<file path="src/rtl/fsm_seq_pkg.sv">
// Shared types and default sizing for the parametrised sequence controller.
package fsm_seq_pkg;

    typedef enum logic [1:0] {
        IDLE = 2'd0,
        RUN  = 2'd1,
        HOLD = 2'd2
    } ctl_state_e;

    localparam int DEF_NUM_STATES = 4;
    localparam int DEF_DWELL_W    = 8;
    localparam int DEF_WRAP_W     = 8;

endpackage

</file>
<file path="src/rtl/fsm_seq_dwell_regs.sv">
// Dwell table: one register per sequence index, single write port, combinational read.
module fsm_seq_dwell_regs
    import fsm_seq_pkg::*;
#(
    parameter int NUM_STATES = DEF_NUM_STATES,
    parameter int STATE_W    = $clog2(NUM_STATES),
    parameter int DWELL_W    = DEF_DWELL_W
) (
    input  logic               clk,
    input  logic               reset,
    input  logic               wr_en,
    input  logic [STATE_W-1:0] wr_idx,
    input  logic [DWELL_W-1:0] wr_data,
    input  logic [STATE_W-1:0] rd_idx,
    output logic [DWELL_W-1:0] rd_data
);

    logic [DWELL_W-1:0] entry [NUM_STATES];

    // Only in-range indices have a matching decoder, so out-of-range writes fall through.
    for (genvar gi = 0; gi < NUM_STATES; gi++) begin : g_entry
        logic [DWELL_W-1:0] value_reg;

        always_ff @(posedge clk or negedge reset) begin
            if (!reset) begin
                value_reg <= '0;
            end else if (wr_en && (wr_idx == STATE_W'(gi))) begin
                value_reg <= wr_data;
            end
        end

        assign entry[gi] = value_reg;
    end

    always_comb begin
        rd_data = '0;
        for (int i = 0; i < NUM_STATES; i++) begin
            if (rd_idx == STATE_W'(i)) begin
                rd_data = entry[i];
            end
        end
    end

endmodule

</file>
<file path="src/rtl/fsm_sequencer.sv">
// Steps an index 0..NUM_STATES-1 with a programmable dwell per index;
// start/hold/abort control, one-shot or continuous, step/done pulses and a wrap counter.
module fsm_sequencer
    import fsm_seq_pkg::*;
#(
    parameter int NUM_STATES = DEF_NUM_STATES,
    parameter int STATE_W    = $clog2(NUM_STATES),
    parameter int DWELL_W    = DEF_DWELL_W,
    parameter int WRAP_W     = DEF_WRAP_W
) (
    input  logic               clk,
    input  logic               reset,
    input  logic               start,
    input  logic               hold,
    input  logic               abort,
    input  logic               mode_cont,
    input  logic               dwell_wr_en,
    input  logic [STATE_W-1:0] dwell_wr_idx,
    input  logic [DWELL_W-1:0] dwell_wr_data,
    output logic [STATE_W-1:0] state,
    output logic               busy,
    output logic               step,
    output logic               done,
    output logic [WRAP_W-1:0]  wrap_cnt
);

    localparam logic [STATE_W-1:0] LAST_IDX = STATE_W'(NUM_STATES - 1);

    ctl_state_e         ctl_reg;
    logic [STATE_W-1:0] state_reg;
    logic [DWELL_W-1:0] cnt_reg;
    logic               busy_reg;
    logic               step_reg;
    logic               done_reg;
    logic [WRAP_W-1:0]  wrap_reg;

    logic [STATE_W-1:0] rd_idx;
    logic [DWELL_W-1:0] rd_data;

    fsm_seq_dwell_regs #(
        .NUM_STATES(NUM_STATES),
        .STATE_W   (STATE_W),
        .DWELL_W   (DWELL_W)
    ) u_dwell (
        .clk    (clk),
        .reset  (reset),
        .wr_en  (dwell_wr_en),
        .wr_idx (dwell_wr_idx),
        .wr_data(dwell_wr_data),
        .rd_idx (rd_idx),
        .rd_data(rd_data)
    );

    // The only loads are dwell[0] (launch or wrap) and dwell[state+1] (advance),
    // so one read port pointed at the next index to be loaded is enough.
    always_comb begin
        rd_idx = '0;
        if ((ctl_reg != IDLE) && (state_reg != LAST_IDX)) begin
            rd_idx = state_reg + 1'b1;
        end
    end

    always_ff @(posedge clk or negedge reset) begin
        if (!reset) begin
            ctl_reg   <= IDLE;
            state_reg <= '0;
            cnt_reg   <= '0;
            busy_reg  <= 1'b0;
            step_reg  <= 1'b0;
            done_reg  <= 1'b0;
            wrap_reg  <= '0;
        end else begin
            step_reg <= 1'b0;
            done_reg <= 1'b0;
            case (ctl_reg)
                IDLE: begin
                    state_reg <= '0;
                    cnt_reg   <= '0;
                    busy_reg  <= 1'b0;
                    if (start && !abort) begin
                        ctl_reg  <= RUN;
                        busy_reg <= 1'b1;
                        cnt_reg  <= rd_data;
                    end
                end
                RUN: begin
                    if (abort) begin
                        ctl_reg   <= IDLE;
                        state_reg <= '0;
                        cnt_reg   <= '0;
                        busy_reg  <= 1'b0;
                    end else if (hold) begin
                        ctl_reg <= HOLD;
                    end else if (cnt_reg != '0) begin
                        cnt_reg <= cnt_reg - 1'b1;
                    end else if (state_reg != LAST_IDX) begin
                        state_reg <= state_reg + 1'b1;
                        step_reg  <= 1'b1;
                        cnt_reg   <= rd_data;
                    end else if (mode_cont) begin
                        state_reg <= '0;
                        step_reg  <= 1'b1;
                        wrap_reg  <= wrap_reg + 1'b1;
                        cnt_reg   <= rd_data;
                    end else begin
                        ctl_reg   <= IDLE;
                        state_reg <= '0;
                        cnt_reg   <= '0;
                        busy_reg  <= 1'b0;
                        done_reg  <= 1'b1;
                        step_reg  <= 1'b1;
                    end
                end
                HOLD: begin
                    // Leaving HOLD costs one edge with the count untouched, so the
                    // remaining dwell is served in full once back in RUN.
                    if (abort) begin
                        ctl_reg   <= IDLE;
                        state_reg <= '0;
                        cnt_reg   <= '0;
                        busy_reg  <= 1'b0;
                    end else if (!hold) begin
                        ctl_reg <= RUN;
                    end
                end
                default: begin
                    ctl_reg   <= IDLE;
                    state_reg <= '0;
                    cnt_reg   <= '0;
                    busy_reg  <= 1'b0;
                end
            endcase
        end
    end

    assign state    = state_reg;
    assign busy     = busy_reg;
    assign step     = step_reg;
    assign done     = done_reg;
    assign wrap_cnt = wrap_reg;

endmodule

</file>
<file path="config.mk">
export PLATFORM = sky130hd
export DESIGN_NAME = fsm_sequencer
export DESIGN_NICKNAME = d
export VERILOG_FILES = /design/src/rtl/fsm_seq_pkg.sv /design/src/rtl/fsm_seq_dwell_regs.sv /design/src/rtl/fsm_sequencer.sv
export SDC_FILE = /design/constraint.sdc
export NUM_CORES = 1
export LEC_CHECK = 0
export ABC_AREA = 1
export ABC_CLOCK_PERIOD_IN_PS = 2070
export CORE_MARGIN = 3
export CORE_UTILIZATION = 43
export CTS_CLUSTER_DIAMETER = 80
export DETAILED_ROUTE_END_ITERATION = 16
export PLACE_DENSITY = 0.65
export SETUP_SLACK_MARGIN = 0.4
export SYNTH_ARGS = -nofsm -noshare
export SYNTH_HDL_FRONTEND = slang
export SYNTH_SLANG_ARGS = --single-unit
</file>
<file path="constraint.sdc">
create_clock -name clk -period 2.07 [get_ports clk]
set_input_delay 0.414 -clock clk [delete_from_list [all_inputs] [get_ports clk]]
set_output_delay 0.414 -clock clk [all_outputs]
set_load 0.01 [all_outputs]
</file>
# Word level (Yosys, flattened, before mapping)
# Index checks and enable logic that the tools add are counted.
[word_totals] ff_bits=55 latch_bits=0 mem_bits_rw=0 romBits=0 output_inout_bits=13 elab_cells=100 n_memories=0
[classes] add_sub_neg=3 multipliers=0 div=0 order_cmp=0 eq_ne=19 shifts=0 mux=46 bitwise=4 n_reduce_logical=17
[ops] op="$mux W8" count=11
[ops] op="$mux W2" count=14
[ops] op="$pmux W8 S3" count=1
[ops] op="$mux W1" count=17
[ops] op="$ne A3 B3 Y1 const B" count=5
[ops] op="$ne A4 B4 Y1 const B" count=3
[ops] op="$eq A2 B2 Y1 const B" count=5
[ops] op="$reduce_and A5 Y1" count=2
[ops] op="$add A8 B1 Y8 const B" count=1
[ops] op="$reduce_bool A8 Y1" count=1
[ops] op="$sub A8 B1 Y8 const B" count=1
[ops] op="$eq A2 B1 Y1 const B" count=3
[ops] op="$logic_and A1 B1 Y1" count=6
[ops] op="$logic_not A2 Y1" count=3
[ops] op="$ne A2 B2 Y1 const B" count=3
[ops] op="$pmux W2 S3" count=1
[ops] op="$reduce_and A6 Y1" count=1
[ops] op="$not A1 Y1" count=4
[ops] op="$pmux W2 S2" count=1
[ops] op="$pmux W1 S3" count=1
[ops] op="$reduce_and A3 Y1" count=1
[ops] op="$add A2 B1 Y2 const B" count=1
[ops] op="$reduce_and A2 Y1" count=1
[ops] op="$reduce_bool A2 Y1" count=1
[ops] op="$logic_not A1 Y1" count=1

# Logic depth before layout (Yosys ltp)
[depth] ltp_word=14 mapped_depth=13 ltp_nobuf=12

# By module
# From an unflattened synthesis, not the netlist that was laid out.
[unflattened] cells_unflattened=370 area_unflattened_um2=2900.3
[by_module_without_submodules] module="fsm_sequencer" instances=1 cells_each=210 area_per_inst_um2=1497.7 seq_area_each_um2=575.6
[by_module_without_submodules] module="fsm_seq_dwell_regs" instances=1 cells_each=160 area_per_inst_um2=1402.6 seq_area_each_um2=800.8

# Worst setup path after synthesis
# Ideal clock, no wire load.
[synth_path] path_kind="register to register" start="register state_reg[0], in the netlist state[0]" end="register cnt_reg[4]" setup_time_ps=117 arrival_ps=1575 required_ps=1953 slack_ps=378 stages_incl_launch_ff=12 path_buffers=0 cell_sequence="dfrtp_1 ha_1 inv_1 nand3_2 nor2_1 nand2_1 nand2_1 nor2_1 nand2_1 nand2_1 nand2_1 nand2_1"
[synth_via] elab_chain_len=14
[synth_rtl] element="start, declared" line="fsm_sequencer.sv:30" text="logic [STATE_W-1:0] state_reg;"
[synth_rtl] element="start signal, assigned" line="fsm_sequencer.sv:97" text="state_reg <= state_reg + 1'b1;"
[synth_rtl] element="branches (longest 13 deep; another with $add A2 B1 Y2)"
[synth_rtl] element="$pmux W8 S3 *" line="fsm_sequencer.sv:75" text="case (ctl_reg)"
[synth_rtl] element="end signal, assigned" line="fsm_sequencer.sv:83" text="cnt_reg <= rd_data;"
[synth_rtl] element="end signal, assigned" line="fsm_sequencer.sv:95" text="cnt_reg <= cnt_reg - 1'b1;"
[synth_rtl] element="end signal, assigned" line="fsm_sequencer.sv:99" text="cnt_reg <= rd_data;"
[synth_rtl] element="end, declared" line="fsm_sequencer.sv:31" text="logic [DWELL_W-1:0] cnt_reg;"
# Mark *: on every way between the ends. The select of a mux whose other input is x is not followed.
# A chain may end at the register's enable or synchronous reset.

# Worst setup path after layout
[layout_path] start="register state_reg[0], in the netlist state[0]" end="register cnt_reg[0]"
# Same word-level chain as after synthesis.

==> results.cfg <==
[clock_network]
tritoncts = yes
cts_num_sinks = 55
cts_buffer_depth = 2
cts-buffers-inserted = 5
clock_latency_ns = 0.32
cts_htree_levels = 2
clkTransAtPathRegs_ns = 0.10
cts_root_buf = clkbuf_8

[critical_path]
r2r-end = cnt_reg[0]
crit_family = simple AND/OR/NAND/NOR gates
worst_ep_required_time_ns = 2.28
r2r_setup_slack_ns = 0.29
worstSetupPathType = reg2reg
cp-start-kind = register
path_max_fanout = 4
cpMostUsedCell = nand2_1
end_kind = register
cpMaxStageDelayCell = dfrtp_1
slowest_delay_ns = 0.40
crit_cells = 12
path_buf_inv = 3
worstRegToRegCells = 12
startpoint = state[0]
crit_path_cell_trace = buf_6, ha_4, clkinvlp_4, nor3_2, buf_4, nand3_2, nand2_2, a21oi_2, nand2_1, nand2_1, nand2_1, nand2_1
cp_data_arrival_time_ns = 2.00
r2r_start = state[0]
crit_end = cnt_reg[0]

[synth]
synth_most_common_cell = nand2_1
synth_edf_count = 0
synth_area_um2 = 2970
synth_top_area_cell = dfrtp_1
netlist_top_cells_count = nand2_1, inv_1, dfrtp_1
synth_area_leaders = dfrtp_1, nand2_1, inv_1
ys_seq_area_share_pct = 46.4
synth-async-reset-ratio_pct = 100
ys_types = 24
synth.net_count = 421
syn-instance-count = 401
yosys_register_bits = 55
avgSynthCellArea_um2 = 7.40
yosys_most_used_dff = dfrtp_1
yosys_warnings = 0
yosys.area.top_type_share_pct = 46.4

[die]
start_util_pct = 45.4
core_um2 = 6530
num_rows = 29
ios = 30
dieArea_um2 = 7930
die_h_um = 89.1
die_x_um = 89.1

[routing]
vias = 2612
drtIter0Drc = 116
routed_via_density = 4.85
wire_per_inst_um = 13.2
ant_nets = 0
drc = 0
firstDrtPassIters = 4
wl_um = 7110

[sta]
hold_violations = 0
fin_skew_ns = 0.00636
period_needed_ns = 1.78
slew_headroom_pct = 79.1
worst_pin_slew_ns = 0.313
fin_tns_setup_ns = 0
rsz0062_at_grt = yes
setup_viol = 0
hold_slack_ns = 0.0748
max_freq_ghz = 0.561
worst_slack_ns = 0.288
post-route-period-util_pct = 86.1
slew_violations = 0

[pwr]
ir_drop_uv = 491
pwr_density_cell_nw_per_um2 = 1130
p_leak_uw = 0.00203

[placement]
place_ws_ns = 0.104
gp_congestion = 0.875
dp_hpwl_um = 5000
io_buffer_count = 29

[run]
cap_violations = 0

[worst_hold_path]
hold_path.class = in2async

[final_layout]
num-fill-cells = 596
final_nets = 482
syn_to_final_growth_pct = 29.5
n_antenna_cell = 0
drive_gt1_share_pct = 20.1
largest_reg_flops = 32

[global_route]
overflow = 0
grtUsageTotal_pct = 18.7
grt_pass1_wl_um = 11600
antenna_found_initial = 0
grt_pass1_vias = 2471
grt_max_degree = 56

[run_status]
status = finished, final reports clean
==> worst register-to-register path, stage by stage (launching register included) <==
cell,delay [ns]
dfrtp_1,0.40
buf_6,0.12
ha_4,0.30
clkinvlp_4,0.14
nor3_2,0.19
buf_4,0.17
nand3_2,0.06
nand2_2,0.07
a21oi_2,0.03
nand2_1,0.06
nand2_1,0.04
nand2_1,0.05
nand2_1,0.05
==> cells in the final DEF (no fill, tap or decap), types with 3 or more instances in the layout <==
master / netlist / final
nand2_2: 5 / 11
nor2_4: 3 / 8
clkinvlp_4: 0 / 3
buf_6: 0 / 5
a21oi_2: 0 / 3
buf_4: 1 / 25
inv_2: 2 / 5
clkbuf_8: 0 / 5
xor2_1: 6 / 5
xnor2_1: 4 / 4
nand4_1: 10 / 10
nand3_2: 3 / 5
nand3_1: 20 / 16
inv_1: 58 / 52
nor2_2: 3 / 5
a21oi_1: 6 / 3
nand2_1: 143 / 135
dlymetal6s2s_1: 0 / 3
dlygate4sd2_1: 0 / 7
clkdlybuf4s50_1: 0 / 18
dfrtp_1: 55 / 54
nor2_1: 23 / 16
o21ai_0: 40 / 39
==> layer usage <==
metal / share of wire (%) / GRT usage [%] / routed length, µm
met5: 0 / 0 / 0
met3: 3.2 / 3.04 / 231
met1: 48 / 26.3 / 3440
met2: 47 / 30.1 / 3340
met4: 1.4 / 5.28 / 97
==> per-stage QoR <==
step	instances	util [%]	area [µm²]	power, µW
final	539	58.8	3840	4350
after global routing	539	58.8	3840	4700
after CTS	531	56.6	3700	4000
after detailed placement	513	52.4	3420	3160
after global placement	513	52.4	3420	3130
after floorplan	401	-	2970	2690
==> kinds of logic after synthesis <==
| logic type | Yosys count | share of synthesized area [%] |
|---|---|---|
| buffers and inverters | 66 | 8.48 |
| adder cells (fa/ha/maj) | 3 | 1.27 |
| AND/OR/NAND/NOR | 219 | 32.8 |
| flip-flops | 55 | 46.4 |
| XOR/XNOR | 10 | 2.95 |
| AO/OA/AOI/OAI | 48 | 8.14 |
==> power by group <==
group	total (µW)	internal, µW	switching, µW
clock	603	237	367
combinational	2290	981	1310
sequential	1460	1270	185
total	4350	2490	1860
==> area by class of cell <==
| type | count | area [µm²] | area share [%] |
|---|---|---|---|
| Tap cell | 77 | 96.3 | 2.51 |
| Sequential cell | 55 | 1380 | 35.9 |
| Timing Repair Buffer | 60 | 548 | 14.3 |
| Inverter | 60 | 235 | 6.12 |
| Multi-Input combinational cell | 280 | 1500 | 39.0 |
| Clock buffer | 5 | 68.8 | 1.79 |
| Clock inverter | 2 | 16.3 | 0.423 |
==> worst min-delay path by stage <==
stage,startpoint,endpoint,cells after the start
after CTS,reset,cnt_reg[5],2
after detailed placement,reset,cnt_reg[2],2
after global routing,reset,ctl_reg[0],2
after floorplan,reset,busy,0
final,reset,cnt_reg[2],2
after global placement,reset,cnt_reg[3],2
==> timing repair <==
item,CTS,global route
resized for setup,38,24
setup endpoints to repair,25,20
buffers inserted,11,8
hold buffers,0,0
endpoints found under the hold margin,0,0
pin swaps,16,29
Power figures use the tool's default switching activity.
